==> src/rtl/ctrl_pkg.sv <==
// Shared definitions for the ID/EX control pipeline: opcodes, control-word
// layout, ALU operation encodings and the sequencing FSM states.
package ctrl_pkg;

  localparam int CTRL_W = 11;

  // Opcodes understood by the decoder
  localparam logic [5:0] OP_ADD  = 6'h00;
  localparam logic [5:0] OP_SUB  = 6'h01;
  localparam logic [5:0] OP_MUL  = 6'h02;
  localparam logic [5:0] OP_LDB  = 6'h10;
  localparam logic [5:0] OP_LDW  = 6'h11;
  localparam logic [5:0] OP_STB  = 6'h12;
  localparam logic [5:0] OP_STW  = 6'h13;
  localparam logic [5:0] OP_BEQ  = 6'h30;
  localparam logic [5:0] OP_JUMP = 6'h31;

  // Bit positions of each field inside the control word
  localparam int BIT_REGDST   = 10;
  localparam int BIT_BRANCH   = 9;
  localparam int BIT_MEMREAD  = 8;
  localparam int BIT_MEMTOREG = 7;
  localparam int BIT_MEMWRITE = 6;
  localparam int BIT_ALUSRC   = 5;
  localparam int BIT_REGWRITE = 4;
  localparam int BIT_JUMP     = 3;
  localparam int BIT_MEMBYTE  = 2;
  localparam int ALUOP_HI     = 1;
  localparam int ALUOP_LO     = 0;

  // ALU operation encodings (2'b11 is reserved)
  localparam logic [1:0] ALUOP_ADD = 2'b00;
  localparam logic [1:0] ALUOP_SUB = 2'b01;
  localparam logic [1:0] ALUOP_MUL = 2'b10;

  typedef enum logic {
    IDLE     = 1'b0,
    MUL_WAIT = 1'b1
  } state_e;

endpackage

==> src/rtl/ctrl_decode.sv <==
// Purely combinational main-control decoder: opcode -> control word,
// plus flags for illegal opcodes and multi-cycle multiply.
module ctrl_decode
  import ctrl_pkg::*;
(
  input  logic [5:0]        opcode_i,
  output logic [CTRL_W-1:0] ctrl_o,
  output logic              illegal_o,
  output logic              is_mul_o
);

  // Table decode; anything not listed is flagged illegal with an all-zero word
  always_comb begin
    ctrl_o    = '0;
    illegal_o = 1'b0;
    is_mul_o  = 1'b0;
    case (opcode_i)
      OP_ADD: begin
        ctrl_o[BIT_REGDST]         = 1'b1;
        ctrl_o[BIT_REGWRITE]       = 1'b1;
        ctrl_o[ALUOP_HI:ALUOP_LO]  = ALUOP_ADD;
      end
      OP_SUB: begin
        ctrl_o[BIT_REGDST]         = 1'b1;
        ctrl_o[BIT_REGWRITE]       = 1'b1;
        ctrl_o[ALUOP_HI:ALUOP_LO]  = ALUOP_SUB;
      end
      OP_MUL: begin
        ctrl_o[BIT_REGDST]         = 1'b1;
        ctrl_o[BIT_REGWRITE]       = 1'b1;
        ctrl_o[ALUOP_HI:ALUOP_LO]  = ALUOP_MUL;
        is_mul_o                   = 1'b1;
      end
      OP_LDB, OP_LDW: begin
        ctrl_o[BIT_MEMREAD]        = 1'b1;
        ctrl_o[BIT_MEMTOREG]       = 1'b1;
        ctrl_o[BIT_ALUSRC]         = 1'b1;
        ctrl_o[BIT_REGWRITE]       = 1'b1;
        ctrl_o[BIT_MEMBYTE]        = (opcode_i == OP_LDB);
        ctrl_o[ALUOP_HI:ALUOP_LO]  = ALUOP_ADD;
      end
      OP_STB, OP_STW: begin
        ctrl_o[BIT_MEMWRITE]       = 1'b1;
        ctrl_o[BIT_ALUSRC]         = 1'b1;
        ctrl_o[BIT_MEMBYTE]        = (opcode_i == OP_STB);
        ctrl_o[ALUOP_HI:ALUOP_LO]  = ALUOP_ADD;
      end
      OP_BEQ: begin
        ctrl_o[BIT_BRANCH]         = 1'b1;
        ctrl_o[ALUOP_HI:ALUOP_LO]  = ALUOP_SUB;
      end
      OP_JUMP: begin
        ctrl_o[BIT_BRANCH]         = 1'b1;
        ctrl_o[BIT_JUMP]           = 1'b1;
      end
      default: begin
        illegal_o = 1'b1;
      end
    endcase
  end

endmodule

==> src/rtl/control_pipe.sv <==
// ID/EX control register with handshake, hazard stall/flush handling,
// multi-cycle MUL sequencing and a saturating illegal-opcode counter.
module control_pipe
  import ctrl_pkg::*;
#(
  parameter int MUL_CYCLES = 4,
  parameter int ERR_CNT_W  = 8
) (
  input  logic                 clk,
  input  logic                 reset,
  input  logic                 in_valid,
  output logic                 in_ready,
  input  logic [5:0]           opcode,
  input  logic                 stall,
  input  logic                 flush,
  output logic                 out_valid,
  output logic [CTRL_W-1:0]    ctrl,
  output logic                 illegal,
  output logic                 mul_busy,
  output logic [ERR_CNT_W-1:0] err_count
);

  localparam int         CNT_W      = 4;
  localparam logic [CNT_W-1:0] CNT_INIT = CNT_W'(MUL_CYCLES - 1);
  // A single-cycle MUL never needs the wait state
  localparam bit         ENTER_WAIT = (MUL_CYCLES > 1);

  logic [CTRL_W-1:0]    dec_ctrl;
  logic                 dec_illegal;
  logic                 dec_is_mul;

  state_e               state_q;
  logic [CNT_W-1:0]     cnt_q;
  logic [CTRL_W-1:0]    ctrl_q;
  logic                 out_valid_q;
  logic                 illegal_q;
  logic [ERR_CNT_W-1:0] err_count_q;
  logic [ERR_CNT_W-1:0] err_count_d;
  logic                 accept;

  ctrl_decode u_decode (
    .opcode_i  (opcode),
    .ctrl_o    (dec_ctrl),
    .illegal_o (dec_illegal),
    .is_mul_o  (dec_is_mul)
  );

  // Handshake: only an unstalled, unflushed IDLE pipe can take an opcode
  always_comb begin
    in_ready    = (state_q == IDLE) & ~stall & ~flush & ~reset;
    accept      = in_valid & in_ready;
    err_count_d = (err_count_q == '1) ? err_count_q : err_count_q + 1'b1;
  end

  // ID/EX register and MUL sequencer; priority reset > flush > stall > normal
  always_ff @(posedge clk) begin
    if (reset) begin
      state_q     <= IDLE;
      cnt_q       <= '0;
      ctrl_q      <= '0;
      out_valid_q <= 1'b0;
      illegal_q   <= 1'b0;
      err_count_q <= '0;
    end else if (flush) begin
      state_q     <= IDLE;
      cnt_q       <= '0;
      ctrl_q      <= '0;
      out_valid_q <= 1'b0;
      illegal_q   <= 1'b0;
    end else if (stall) begin
      // Contents and countdown freeze; the illegal pulse never stretches
      illegal_q   <= 1'b0;
    end else begin
      case (state_q)
        IDLE: begin
          if (accept && dec_illegal) begin
            ctrl_q      <= '0;
            out_valid_q <= 1'b0;
            illegal_q   <= 1'b1;
            err_count_q <= err_count_d;
          end else if (accept) begin
            ctrl_q      <= dec_ctrl;
            out_valid_q <= 1'b1;
            illegal_q   <= 1'b0;
            if (dec_is_mul && ENTER_WAIT) begin
              state_q <= MUL_WAIT;
              cnt_q   <= CNT_INIT;
            end
          end else begin
            ctrl_q      <= '0;
            out_valid_q <= 1'b0;
            illegal_q   <= 1'b0;
          end
        end
        MUL_WAIT: begin
          ctrl_q      <= '0;
          out_valid_q <= 1'b0;
          illegal_q   <= 1'b0;
          cnt_q       <= cnt_q - 1'b1;
          if (cnt_q == CNT_W'(1)) begin
            state_q <= IDLE;
          end
        end
        default: begin
          state_q <= IDLE;
        end
      endcase
    end
  end

  assign ctrl      = ctrl_q;
  assign out_valid = out_valid_q;
  assign illegal   = illegal_q;
  assign mul_busy  = (state_q == MUL_WAIT);
  assign err_count = err_count_q;

endmodule

==> config.mk <==
export PLATFORM = sky130hd
export DESIGN_NAME = control_pipe
export DESIGN_NICKNAME = d
export VERILOG_FILES = /design/src/rtl/ctrl_pkg.sv /design/src/rtl/ctrl_decode.sv /design/src/rtl/control_pipe.sv
export SDC_FILE = /design/constraint.sdc
export NUM_CORES = 1
export LEC_CHECK = 0
export BUFFER_PORTS_ARGS = -buffer_cell sky130_fd_sc_hd__buf_2
export CAP_MARGIN = 20
export CELL_PAD_IN_SITES_DETAIL_PLACEMENT = 1
export CELL_PAD_IN_SITES_GLOBAL_PLACEMENT = 2
export CORE_MARGIN = 5
export CORE_UTILIZATION = 30
export CTS_BUF_LIST = sky130_fd_sc_hd__clkbuf_8
export CTS_CLUSTER_DIAMETER = 150
export DETAILED_ROUTE_END_ITERATION = 16
export PLACE_DENSITY = 0.86
export SYNTH_ARGS = -nofsm -noshare
export SYNTH_HDL_FRONTEND = slang
export SYNTH_SLANG_ARGS = --single-unit
==> constraint.sdc <==
create_clock -name clk -period 2.3 [get_ports clk]
set_input_delay 0.46 -clock clk [delete_from_list [all_inputs] [get_ports clk]]
set_output_delay 0.46 -clock clk [all_outputs]
set_load 0.01 [all_outputs]
After elaboration in Yosys (flattened, before gate mapping) --
Cells that the tools add are included.
Operators by class: magnitude comparators 0, eq/ne operators 13, reduce and logical (&&, ||, !) cells 14, divide/modulo/power cells 0, $add $sub $neg 2, mux-type cells 28, bitwise operators 9, $mul 0, shift operators 0
Operators with widths (number):
- $eq 6x5->1 const B | 4
- $mux 11 | 2
- $pmux 11 s2 | 1
- $mux 1 | 15
- $eq 6x6->1 const B | 2
- $mux 4 | 3
- $reduce_or 2->1 | 5
- $reduce_or 9->1 | 1
- $add 8x1->8 const B | 1
- $eq 8x8->1 const B | 1
- $pmux 1 s2 | 4
- $pmux 4 s2 | 1
- $eq 6x1->1 const B | 1
- $eq 6x2->1 const B | 1
- $logic_not 6->1 | 1
- $ne 2x2->1 const B | 3
- $reduce_or 3->1 | 2
- $not 1->1 | 5
- $reduce_and 5->1 | 1
- $reduce_or 5->1 | 1
- $and 1x1->1 | 4
- $eq 4x1->1 const B | 1
- $pmux 2 s2 | 1
- $reduce_and 4->1 | 1
- other kinds (4) | 4
Storage, ports and cells: memories kept 0, latch bits 0, bits in registers 26, bits of input ports 11, output and inout bits 23, RAM bits 0, word-level logic and storage cells 72, memory bits (read-only) 0

Logic depth before layout (Yosys ltp) --
Gate-level depths: netlist (run 1).
word-level depth 8, gate-level depth with buffers 6, depth with buffers taken out 6

Hierarchy --
From an unflattened synthesis (run 1), not the netlist that was laid out.
Second synthesis, totals: cells, all modules 143, area total of the unflattened synthesis 1312.5 µm²
By module, submodules not included:
- control_pipe | cells an instance 119, area an instance 1138.6 µm², times used 1, sequential area each 520.5 µm²
- ctrl_decode | cells an instance 24, area an instance 173.9 µm², times used 1, sequential area each 0.0 µm²

Worst setup path before layout (run 1) --
Ideal clock, no wire load.
path kind input to register, start in stall, end reg err_count_q[1], in the netlist err_count[1], buffers on the path 1, path slack 0.445 ns, setup time 0.121 ns, required time 2.179 ns, stages 6, arrival time 1.734 ns, path through buf_6 -> nor4_4 -> nand2_1 -> a21oi_4 -> nand2_2 -> mux2_4
On the way: word-level cells in the longest chain between the ends 7
Ends and longest elaborated chain:
- start: declaration | RTL line control_pipe.sv:14 | input logic stall,
- $not 1->1 (no line)
- $and 1x1->1 (3 in series) | RTL line control_pipe.sv:50 | in_ready = (state_q == IDLE) & ~stall & ~flush & ~reset;
- named net in_ready | RTL line control_pipe.sv:12 | output logic in_ready,
- $and 1x1->1 | RTL line control_pipe.sv:51 | accept = in_valid & in_ready;
- $logic_and 1x1->1 | RTL line control_pipe.sv:76 | if (accept && dec_illegal) begin
- $reduce_and 5->1 (no line)
- end signal: assignment | RTL line control_pipe.sv:80 | err_count_q <= err_count_d;
- end: declaration | RTL line control_pipe.sv:37 | logic [ERR_CNT_W-1:0] err_count_q;
The timed path passes the listed nets, and every way through them passes these cells. A chain may end at the register's enable or synchronous reset.

Worst setup path after layout (run 1) --
start reg state_q, in the netlist mul_busy, end out in_ready
On the way: word-level cells in the longest chain between the ends 4
Ends and longest elaborated chain:
- start: declaration | RTL line control_pipe.sv:32 | state_e state_q;
- start signal: assignment | RTL line control_pipe.sv:58 | state_q <= IDLE;
- start signal: assignment | RTL line control_pipe.sv:65 | state_q <= IDLE;
- start signal: assignment | RTL line control_pipe.sv:86 | state_q <= MUL_WAIT;
- $not 1->1
- $and 1x1->1 (3 in series) | RTL line control_pipe.sv:50
- end: declaration | RTL line control_pipe.sv:12
Every way passes these cells.

==> results.toml, run 1 <==
[synthesis]
yosysUniqueCellTypes = 47
avgSynthCellArea_um2 = 9.014
yosysWarningCount = 0
synthesis.nets = 151
synth_top_area_share_pct = 40.53
syn_inst = 137
syn-cell-area_um2 = 1235
netlist_top_cells_area = "dfxtp_1, a21oi_1, nand2_1"
ys.flop_type = "dfxtp_1"
ys_top_cells_by_count = "dfxtp_1, nand2_1, a21oi_1"
ys_seq_elements = 25
async_reset_ff_share_pct = 0
synth.most_common_cell = "dfxtp_1"
synth_edf_count = 0
ys_seq_area_share_pct = 40.53
synth_top_area_cell = "dfxtp_1"

[sta]
setup_viol = 0
post-route-min-period_ns = 1.815
worst_slew_pin_slew_ns = 0.4440
min_period_over_period_pct = 78.91
max_freq_mhz = 551.0
fin_skew_ns = 0.002352
setup_ws_ns = 0.4851
hold_viol_final = 0
hold-worst-slack_ns = 0.4690
rsz0062_at_grt = "false"
fin_setup_tns_ns = 0
slew_viol_final = 0
relSlewSlack_pct = 70.18

[finish]
fin_util_pct = 37.25
finalNonFillerCells = 220
nets = 185
layout-drive-gt1-share_pct = 31.76
antenna_cells = 0
stdcell_area_um2 = 1490
syn_to_final_growth_pct = 20.67

[clock_network]
post_cts_buffers = 0
cts_root_buffer = "clkbuf_8"
post_cts_resized = 0
clk_pin_slew_ns = 0.09
clockBufferDepth = 2
cts_buffers = 3
hold_buffers = 0
cts_tree = "yes"
worst_skew_pair.late_latency_ns = 0.27
cts.sinks = 25
cts-htree-levels = 1

[placed_design]
post-dp-hpwl_mm = 2.414
dpl-instance-area_um2 = 1444
numPortBuffers = 33
dp.cells = 216
pre_cts_ws_ns = 0.3405
place.gp.congestion = 0.7827

[global_route]
antenna_found_initial = 0
grt_first_pass_wirelength_mm = 5.402
grt_pass1_vias = 1146
grtUsageTotal_pct = 12.54
grt-ovfl-total = 0
grt_start_max_net_pins = 17

[worst_setup_path]
crit_chain = "nor4_4, buf_2"
crit_type = "reg -> out"
end_kind = "output port"
critical_path.max_stage_delay_ns = 0.47
worstPathArrival_ns = 1.35
cpMaxStageDelayCell = "nor4_4"
crit_fanout = 6
crit_path_start_kind = "flip-flop"
required_ns = 1.84

[routing]
drt_iter0_markers = 37
num_vias = 1094
drc = 0
via_per_inst = 4.973
wirelength_mm = 3.136
firstDrtPassIters = 4
wl_per_cell_um = 14.25
final_antenna_net_count = 0

[power_and_ir_drop]
p_per_area_nw_per_um2 = 513.3
p_total_uw = 764.9
p_leak_nw = 0.6181
peakVddDrop_uv = 204.5

[floorplanning]
die_area_um2 = 5500
core.rowCount = 23
num_io_pins = 34
start_util_pct = 30.87
fp.dieH_um = 74.16
die_x_um = 74.16
core-area_um2 = 4000

[flow_run]
max_cap_viol_count = 0

[hold_path]
hp-class = "reg -> reg"

[outcome]
outcome = "complete, no violations"
-- final cells by class --
cell class	instances	area, um^2
flip-flops and latches	25	500.5
clock buffers	3	41.29
multi-input cells	101	681.9
fillers	502	2510
repair buffers	35	180.2
well taps	50	62.56
inverters	5	18.77
clock inverters	1	5.005
-- critical path, delay by kind of cell, from the launching register on --
kind | cells | cell delay, ns
flip-flops | 1 | 0.39
AND/OR/NAND/NOR | 1 | 0.47
buffers and inverters | 1 | 0.22
-- where the power goes --
| group | total [mW] | internal (mW) | switching, mW |
|---|---|---|---|
| clock | 0.268 | 0.121 | 0.147 |
| sequential | 0.436 | 0.434 | 0.00176 |
| combinational | 0.0604 | 0.0216 | 0.0388 |
| total | 0.765 | 0.577 | 0.188 |
-- cell usage in the layout, fill, tap and decap left out, types with 2 or more instances in the layout --
master and count:
buf_2 33, dfxtp_1 25, nand2_1 15, a21oi_1 14, nor2_1 13, inv_1 5
nand4_1 4, nor2b_1 4, xnor2_1 4, nor3_1 3, nand2b_1 3, ha_1 3
clkbuf_8 3, and3_1 2, a211oi_1 2, nand3_1 2, mux2i_1 2, o21a_1 2
buf_4 2
-- path summary, 6_finish.rpt --
check | startpoint | to | slack [ns] | cells after the start
min | ctrl[5]$_SDFFE_PP0N_ | ctrl[5]$_SDFFE_PP0N_ | 0.47 | 2
max | mul_busy$_SDFFE_PP0N_ | in_ready | 0.49 | 2
min reg2reg | ctrl[5]$_SDFFE_PP0N_ | ctrl[5]$_SDFFE_PP0N_ | 0.47 | 2
max reg2reg | mul_busy$_SDFFE_PP0N_ | err_count[1]$_SDFFE_PP0P_ | 0.54 | 5
-- per-layer routing --
layer | up-vias | global-route usage [%] | share of wire (%)
met4 | 0 | 3.622 | 0.99
met1 | 524 | 15.91 | 45
met5 | - | 0 | 0
li1 | 543 | - | -
met3 | 4 | 2.973 | 5.7
met2 | 23 | 21.16 | 48
-- logic make-up after synthesis --
family	count (synthesis)	share of synthesized area (%)
simple gates	59	27.05
compound gates	31	18.54
flops	25	40.53
buf+inv	11	4.255
xor+xnor	4	2.837
mux	4	3.748
fa+ha+maj	3	3.040
-- flip-flops by register name, summed over array words and instances (netlist names) --
name and count:
cnt_q 4, ctrl 10, err_count 8, illegal 1, mul_busy 1, out_valid 1
(Power assumes the default switching activity.)
==> run 2, diff against run 1 <==
Settings changed: CORE_UTILIZATION 30 to 28, PLACE_DENSITY 0.86 to 0.84.
Clock period 2.3 ns to 1.56 ns, I/O delays scaled along.
==> run 2 against run 1 <==
Clock skew increased by 0.0077 ns. Register-to-register slack got worse by 0.40 ns. Final area increased by 13%. Sequential share of layout area decreased by 3.4 points. Count of clock-buffer cells in the layout unchanged. Power increased by 51%. Die area increased by 6.2%. Sequential power increased by 47%. Clock power increased by 50%.
==> results.toml, run 2 (same netlist as run 1, synthesis figures left out) <==
[outcome]
outcome = "complete, no violations"

[floorplanning]
start_util_pct = 28.56
core.rowCount = 24
die_area_um2 = 5838
core-area_um2 = 4324
num_io_pins = 34
die_x_um = 76.41
fp.dieH_um = 76.41

[finish]
finalNonFillerCells = 241
layout_commonest_cell = "buf_2"
antenna_cells = 0
syn_to_final_growth_pct = 35.77
final_cell_mix = "buf_2, dfxtp_1, buf_4"
fin_util_pct = 38.77
layout-drive-gt1-share_pct = 41.80
largest_reg_flops = 10
nets = 204

[power_and_ir_drop]
p_leak_nw = 0.7184
pwr-share-comb_pct = 9.5
peakVddDrop_uv = 320.4
clkPwrFrac_pct = 34.8
p_per_area_nw_per_um2 = 687.7
switching_share_pct = 24.74
seqPwrFrac_pct = 55.7
intPower_uw = 867.7
p_switching_uw = 285.2
p_total_mw = 1.153

[clock_network]
cts.sinks = 25
cts_buffers = 3
cts_tree = "yes"
worst_skew_pair.late_latency_ns = 0.27
cts-htree-levels = 1
cts_root_buffer = "clkbuf_8"
hold_buffers = 0
clockBufferDepth = 2
clk_pin_slew_ns = 0.10

[worst_setup_path]
crit_fanout = 6
crit_type = "reg -> reg"
crit_family = "compound AO/OA/AOI/OAI gates"
end_kind = "flip-flop"
cp.depth = 7
crit_chain = "nor4_4, buf_6, nand2_4, a21oi_4, buf_6, a21oi_1, a31o_2"
cpMaxStageDelayCell = "dfxtp_4"
crit_path_frequent_cell = "buf_6"
critical_path.max_stage_delay_ns = 0.37
required_ns = 1.72
crit_path_start_kind = "flip-flop"
critPathBufInv = 2
reg2reg_depth = 7
worstPathArrival_ns = 1.59

[routing]
firstDrtPassIters = 2
final_antenna_net_count = 0
wl_per_cell_um = 14.34
num_vias = 1154
drc = 0
via_per_inst = 4.788
met3_length_um = 183
drt_iter0_markers = 39
dr_wl_met2_mm = 1.703
wirelength_mm = 3.456
routed.top_layer = "met4"
met1_length_mm = 1.556

[global_route]
grtUsageTotal_pct = 12.13
grt_first_pass_wirelength_mm = 5.940
grt_pass1_vias = 1283
antenna_found_initial = 0
grt-ovfl-total = 0
grt_start_max_net_pins = 17

[placed_design]
place.gp.congestion = 0.8747
numPortBuffers = 33
post-dp-hpwl_mm = 2.760
dp.cells = 235

[sta]
post-route-min-period_ns = 1.421
fin_setup_tns_ns = 0
setup_viol = 0
min_period_over_period_pct = 91.11
relSlewSlack_pct = 76.84
rsz0062_at_grt = "true"
hold-worst-slack_ns = 0.3286
hold_viol_final = 0
worst_slew_pin_slew_ns = 0.3430
fin_skew_ns = 0.01009
max_freq_mhz = 703.6
slew_viol_final = 0

[hold_path]
hp-class = "in -> reg"
holdPathStages = 3

[flow_run]
max_cap_viol_count = 0
-- run 2: repair_timing --
item	4_1_cts	5_1_grt
setup buffers	0	2
resized for setup	0	11
setup endpoints to repair	0	12
-- run 2: path summary, 6_finish.rpt --
path / slack [ns] / endpoint / from
worst min register to register: 0.47 / out_valid$_SDFFE_PP0N_ / out_valid$_SDFFE_PP0N_
worst max register to register: 0.14 / err_count[4]$_SDFFE_PP0P_ / mul_busy$_SDFFE_PP0N_
worst max-delay path: 0.14 / err_count[4]$_SDFFE_PP0P_ / mul_busy$_SDFFE_PP0N_
worst min-delay path: 0.33 / ctrl[3]$_SDFFE_PP0N_ / opcode[0]
-- run 2: power groups by stage --
stage | logic, mW | clock network [mW] | registers (mW)
global route | 0.120 | 0.439 | 0.643
floorplan | 0.0504 | 0 | 0.659
finish | 0.109 | 0.402 | 0.642
detailed placement | 0.104 | 0 | 0.658
global placement | 0.101 | 0 | 0.657
CTS | 0.104 | 0.413 | 0.643
-- run 2: per-stage QoR --
step                instance area, um^2  worst slack [ns]
CTS                                1624          0.008486
floorplan                          1236          -0.05977
global placement                   1575          -0.06229
finish                             1677            0.1387
detailed placement                 1575          -0.08914
global route                       1677         -0.003591
-- run 2: worst register-to-register path, delay by kind of cell, from the launching register on --
| kind | cells | cell delay (ns) |
|---|---|---|
| AOI/OAI and AO/OA | 3 | 0.48 |
| buffers and inverters | 2 | 0.29 |
| DFF | 1 | 0.37 |
| and+or+nand+nor | 2 | 0.19 |
-- run 2: routing by layer --
metal	vias up	track usage, %
met5	-	0
met4	0	2.797
met3	2	3.428
met2	24	20.98
met1	543	14.76
li1	585	-
-- run 2: final cells by class --
class                           instances  area [um^2]
Clock buffer                            3        41.29
Sequential cell                        25        505.5
Multi-Input combinational cell        101        704.4
Inverter                                5        18.77
Clock inverter                          1        7.507
Fill cell                             534         2648
Tap cell                               52        65.06
Timing Repair Buffer                   54        334.1
